**config.mk**
```make
export PLATFORM = sky130hd
export DESIGN_NAME = result_writeback
export DESIGN_NICKNAME = d
export VERILOG_FILES = /design/src/rtl/result_writeback.sv
export SDC_FILE = /design/constraint.sdc
export NUM_CORES = 1
export LEC_CHECK = 0
export BUFFER_PORTS_ARGS = -buffer_cell sky130_fd_sc_hd__buf_2
export CORE_ASPECT_RATIO = 1.75
export CORE_MARGIN = 2
export CORE_UTILIZATION = 65
export CTS_CLUSTER_DIAMETER = 150
export DETAILED_ROUTE_END_ITERATION = 10
export HOLD_SLACK_MARGIN = 0.02
export PLACE_DENSITY = 0.87
export SLEW_MARGIN = 40
export SYNTH_ARGS = -nofsm -noshare
export SYNTH_HDL_FRONTEND = slang
export SYNTH_SLANG_ARGS = --single-unit
```
**constraint.sdc**
```tcl
create_clock -name clk -period 14.1 [get_ports clk]
set_input_delay 2.82 -clock clk [delete_from_list [all_inputs] [get_ports clk]]
set_output_delay 2.82 -clock clk [all_outputs]
set_load 0.03 [all_outputs]
```
**src/rtl/result_writeback.sv**
```systemverilog
// result_writeback
//   Drains the matmul accumulator result stream, requantizes each result to a
//   signed DATA_WIDTH value (round-half-up arithmetic shift, then saturate) and
//   writes it to consecutive vector SRAM addresses starting at base_addr.
//   The output vector of one matmul pass can then be read as the input vector
//   of the next pass.
//
// Ports
//   clk, rst            clock, asynchronous active-high reset
//   start               job start pulse, ignored while busy
//   base_addr/count/shift  job parameters, latched on an accepted start
//   in_data/in_valid    signed accumulator result stream
//   in_ready            beat accepted when in_valid && in_ready
//   sram_we/addr/din    registered SRAM write port (one cycle after accept)
//   busy                job in progress
//   done                one-cycle pulse, coincident with the final write
//   sat_seen            sticky: a result of the current job was clamped
//
// state | meaning
// ------+---------------------------------------------------------------
// IDLE  | waiting for start; stream not accepted
// RUN   | accepting results, one write per accepted beat
// DONE  | single cycle; done pulses while the final write is on the port

module result_writeback #(
   parameter int SRAM_ADDR_WIDTH = 10,
   parameter int DATA_WIDTH      = 8,
   parameter int ACC_WIDTH       = 32
) (
   input  logic                       clk,
   input  logic                       rst,
   input  logic                       start,
   input  logic [SRAM_ADDR_WIDTH-1:0] base_addr,
   input  logic [7:0]                 count,
   input  logic [4:0]                 shift,
   input  logic [ACC_WIDTH-1:0]       in_data,
   input  logic                       in_valid,
   output logic                       in_ready,
   output logic                       sram_we,
   output logic [SRAM_ADDR_WIDTH-1:0] sram_addr,
   output logic [DATA_WIDTH-1:0]      sram_din,
   output logic                       busy,
   output logic                       done,
   output logic                       sat_seen
);

   localparam int EW = ACC_WIDTH + 1;
   localparam logic signed [EW-1:0] Q_MAX = EW'((1 << (DATA_WIDTH - 1)) - 1);
   localparam logic signed [EW-1:0] Q_MIN = -Q_MAX - EW'(1);

   typedef enum logic [1:0] {
      ST_IDLE = 2'd0,
      ST_RUN  = 2'd1,
      ST_DONE = 2'd2
   } state_t;

   state_t state_q, state_d;

   logic [SRAM_ADDR_WIDTH-1:0] wr_addr;
   logic [7:0]                 remaining;
   logic [4:0]                 shift_q;
   logic                       accept;

   logic signed [EW-1:0]  ext;
   logic signed [EW-1:0]  rnd;
   logic signed [EW-1:0]  y;
   logic [DATA_WIDTH-1:0] q_data;
   logic                  q_clamp;

   assign accept = in_valid && in_ready;

   always_ff @(posedge clk or posedge rst) begin
      if (rst) begin
         state_q <= ST_IDLE;
      end else begin
         state_q <= state_d;
      end
   end

   // remaining is a down-counter; the beat that sees it at 1 is the last one
   always_comb begin
      state_d = state_q;
      case (state_q)
         ST_IDLE: begin
            if (start) begin
               state_d = (count == 8'd0) ? ST_DONE : ST_RUN;
            end
         end
         ST_RUN: begin
            if (accept && (remaining == 8'd1)) begin
               state_d = ST_DONE;
            end
         end
         ST_DONE: state_d = ST_IDLE;
         default: state_d = ST_IDLE;
      endcase
   end

   always_comb begin
      in_ready = (state_q == ST_RUN);
      busy     = (state_q != ST_IDLE);
      done     = (state_q == ST_DONE);
   end

   // Extra bit of headroom so the rounding add cannot overflow for any shift
   always_comb begin
      ext = {in_data[ACC_WIDTH-1], in_data};
      rnd = ext;
      if (shift_q != 5'd0) begin
         rnd = ext + (EW'(1) << (shift_q - 5'd1));
      end
      y       = rnd >>> shift_q;
      q_clamp = 1'b0;
      q_data  = y[DATA_WIDTH-1:0];
      if (y > Q_MAX) begin
         q_data  = DATA_WIDTH'(Q_MAX);
         q_clamp = 1'b1;
      end else if (y < Q_MIN) begin
         q_data  = DATA_WIDTH'(Q_MIN);
         q_clamp = 1'b1;
      end
   end

   always_ff @(posedge clk or posedge rst) begin
      if (rst) begin
         wr_addr   <= '0;
         remaining <= '0;
         shift_q   <= '0;
         sram_we   <= 1'b0;
         sram_addr <= '0;
         sram_din  <= '0;
         sat_seen  <= 1'b0;
      end else begin
         sram_we <= accept;
         if ((state_q == ST_IDLE) && start) begin
            sat_seen  <= 1'b0;
            wr_addr   <= base_addr;
            remaining <= count;
            shift_q   <= shift;
         end
         if (accept) begin
            sram_addr <= wr_addr;
            sram_din  <= q_data;
            wr_addr   <= wr_addr + SRAM_ADDR_WIDTH'(1);
            remaining <= remaining - 8'd1;
            if (q_clamp) begin
               sat_seen <= 1'b1;
            end
         end
      end
   end

endmodule

```
==> flow_summary.toml <==
[yosys]
syn_area_per_cell_um2 = 6.83
synth_top_area_share_pct = 15.0
synth_compound_area_share_pct = 35.7
async_flop_share_pct = 100
yosys.area_share.simple_pct = 30.5
synth_top_area_cell = "dfrtp_1"
ys_warn_count = 0
synth_area_mm2 = 0.00749
synth_area_leaders = "dfrtp_1 (15%), nand2_1 (7.6%), nor2_1 (6.5%)"
synth_fa_ha_area_share_pct = 6.12
synth.area.mux_share_pct = 4.36
yosysUniqueCellTypes = 89
yosys.area_share.xor_xnor_pct = 2.67
syn_nets = 1191
synth_commonest_cells = "nand2_1 (151), nor2_1 (130), a21oi_1 (87)"
synth_edf_count = 0
synth_seq_cells = 45
ys_seq_area_share_pct = 15.0
syn_inst = 1096
yosysMostFrequentCell = "nand2_1"
synth_ff_type = "dfrtp_1"
synth_top_family_by_area = "compound AO/OA/AOI/OAI gates"

[layout]
nFillCells = 992
final_nets = 1216
multi_input_area_mm2 = 0.00595
drive_gt1_share_pct = 12.7
regArea_mm2 = 0.00113
diodes = 0
finish.instance_area_mm2 = 0.00799
area_growth_pct = 6.73

[clock_tree]
clk_pin_slew_worst_paths_ns = 0.06
worstSkewPairLatency_ns = 0.29
cts_buffers = 5
clockRootBuffer = "clkbuf_16"
htree_levels = 2
cts_resized = 0
cts.sinks = 45
cts_tree = "done"
cts_buffer_depth = 2
cts_setup_buffers = 0
postCtsHoldBufs = 0

[floorplanning]
top_level_ports = 82
die_area_mm2 = 0.0124
die_w_um = 85.1
die_height_um = 146
initial_core_util_pct = 67.1
num_rows = 51
coreArea_mm2 = 0.0112

[power_and_ir_drop]
power_density_mw_per_mm2 = 235
p_sw_mw = 1.14
internal_power_uw = 741
clock_power_share_pct = 6.4
power_switching_share_pct = 60.5
seq_power_share_pct = 12.7
p_leak_nw = 3.32
ir_worst_vdd_v = 0.000218
comb_power_share_pct = 80.9

[routing]
avgRoutedWirePerCell_um = 24.1
drc = 0
ant_nets = 0
vias_per_cell = 7.67
routed_wl_um = 30200
drtIter0Drc = 1114
via_count = 9613
drt_first_pass_iters = 6

[global_routing]
grt_first_pass_wirelength_um = 46900
grt-ovfl-total = 0
antenna_found_initial = 0
grt_max_degree = 65
grt_usage_pct = 47.2
grt_pass1_vias = 9088

[setup_path]
path_class = "input pin to flip-flop"
arrival_ns = 7.90
cp_max_fo = 7
crit_path_max_incr_delay_ns = 0.59
rr_worst_depth = 21
timing.rr.start = "shift_q[1]"
crit_slowest_cell = "xnor2_1"
cpMostUsedCell = "a21oi_2"
r2r-end = "sat_seen"
r2r_slack_ns = 6.51
worstPathCellList = "buf_2, ha_1, inv_1, fa_1, nand2b_1, a21oi_2, a2bb2oi_2, a21o_1, a31oi_2, xnor2_1, nand2_1, o2111ai_1, a21oi_2, nor4_2, a31oi_1, or4_4, and3_4, a221o_1"
start_kind = "input pin"
required_ns = 14.27
setup.worst_path.end_class = "flip-flop"

[timing]
rsz0062_at_grt = "no"
finalHoldViolations = 0
setup_tns_ns = 0
worst_slew_margin_rel_pct = 45.2
worst_clock_skew_ns = 0.00715
worst_pin_slew_ns = 0.801
drv_slew = 0
finalSetupViolations = 0
fmax_mhz = 129
period_needed_ns = 7.72
finalCritPeriodShare_pct = 54.8

[place]
dp_hpwl_um = 22800
numPortBuffers = 81
place_area_mm2 = 0.00784
gp_congestion = 1.07

[job]
max-cap-violations = 0

[worst_hold_path]
hp-start = "sram_addr[5]"
whs_endpoint = "sram_addr[5]"
hold_class = "flip-flop to flip-flop"
hold_depth = 2

[outcome]
status = "finished, final reports clean"
kinds of logic (layout without fill, tap and decap cells):
kind of cell / count (synthesis) / after routing
xor+xnor: 22 / 22
buf+inv: 101 / 127
mux: 27 / 27
simple gates: 481 / 481
flops: 45 / 45
fa+ha+maj: 36 / 36
compound gates: 384 / 384
final cells by class:
cell class | instances | share of cell area [%]
Multi-Input combinational cell | 950 | 74.5
Timing Repair Buffer | 94 | 6.29
Inverter | 25 | 1.21
Clock buffer | 8 | 1.83
Tap cell | 132 | 2.07
Sequential cell | 45 | 14.1
registers in the layout, summed over array words and instances, names as in the netlist:
register,count
remaining,8
sat_seen,1
shift_q,5
sram_addr,10
sram_din,8
sram_we,1
state_q,2
wr_addr,10
critical path: cells and delay by family:
kind,cells,cell delay [ns]
AO/OA/AOI/OAI,8,2.22
XOR/XNOR,1,0.59
adder cells (fa/ha/maj),2,0.59
AND/OR/NAND/NOR,5,1.50
buffers and inverters,2,0.15
power groups by stage:
stage / combinational [mW] / sequential (mW) / clock, mW
2_1_floorplan: 0.998 / 0.285 / 0
3_3_place_gp: 1.42 / 0.234 / 0
3_5_place_dp: 1.43 / 0.238 / 0
4_1_cts: 1.44 / 0.236 / 0.118
5_1_grt: 1.61 / 0.244 / 0.123
6_report: 1.52 / 0.239 / 0.120
metrics by stage:
stage	hold WS, ns	instances	worst slack, ns	power (mW)	utilization, %
after floorplan	0.458	1096	7.25	1.28	-
after global placement	0.452	1246	6.23	1.66	70.1
after detailed placement	0.457	1246	6.21	1.67	70.2
after CTS	0.471	1254	6.50	1.79	71.5
after global routing	0.492	1254	6.20	1.98	71.6
final	0.468	1254	6.38	1.88	71.6
worst max path at each step:
stage,startpoint,endpoint,slack [ns],depth (start not counted)
6_report,in_data[0],sat_seen,6.38,18
5_1_grt,in_data[0],sat_seen,6.20,18
4_1_cts,in_data[0],sat_seen,6.50,18
3_5_place_dp,in_data[0],sat_seen,6.21,18
3_3_place_gp,in_data[0],sat_seen,6.23,18
2_1_floorplan,in_data[0],sat_seen,7.25,18
cell usage in the layout, fill, tap and decap left out, drive strengths merged, types with 13 or more instances in the layout:
cell type | netlist | final
buf | 39 | 94
nand2 | 151 | 151
a31oi | 20 | 20
o21ai | 72 | 72
dfrtp | 45 | 45
nor2 | 130 | 130
a21o | 14 | 14
mux2i | 18 | 18
ha | 35 | 35
inv | 21 | 21
a211oi | 36 | 36
nor3 | 46 | 46
nand3 | 38 | 38
and3 | 13 | 13
nand4 | 32 | 32
xnor2 | 14 | 14
o211ai | 18 | 18
a21oi | 90 | 90
o21a | 14 | 14
layer usage:
layer	vias up	share of wire [%]	track usage [%]	wire length [µm]
met4	0	11	42.1	3440
met5	-	0	0	0
li1	4234	-	-	-
met1	4307	32	50.4	9780
met2	811	46	78.0	14000
met3	261	9.7	7.15	2930
Note: power is estimated with default switching activity, not from simulation.
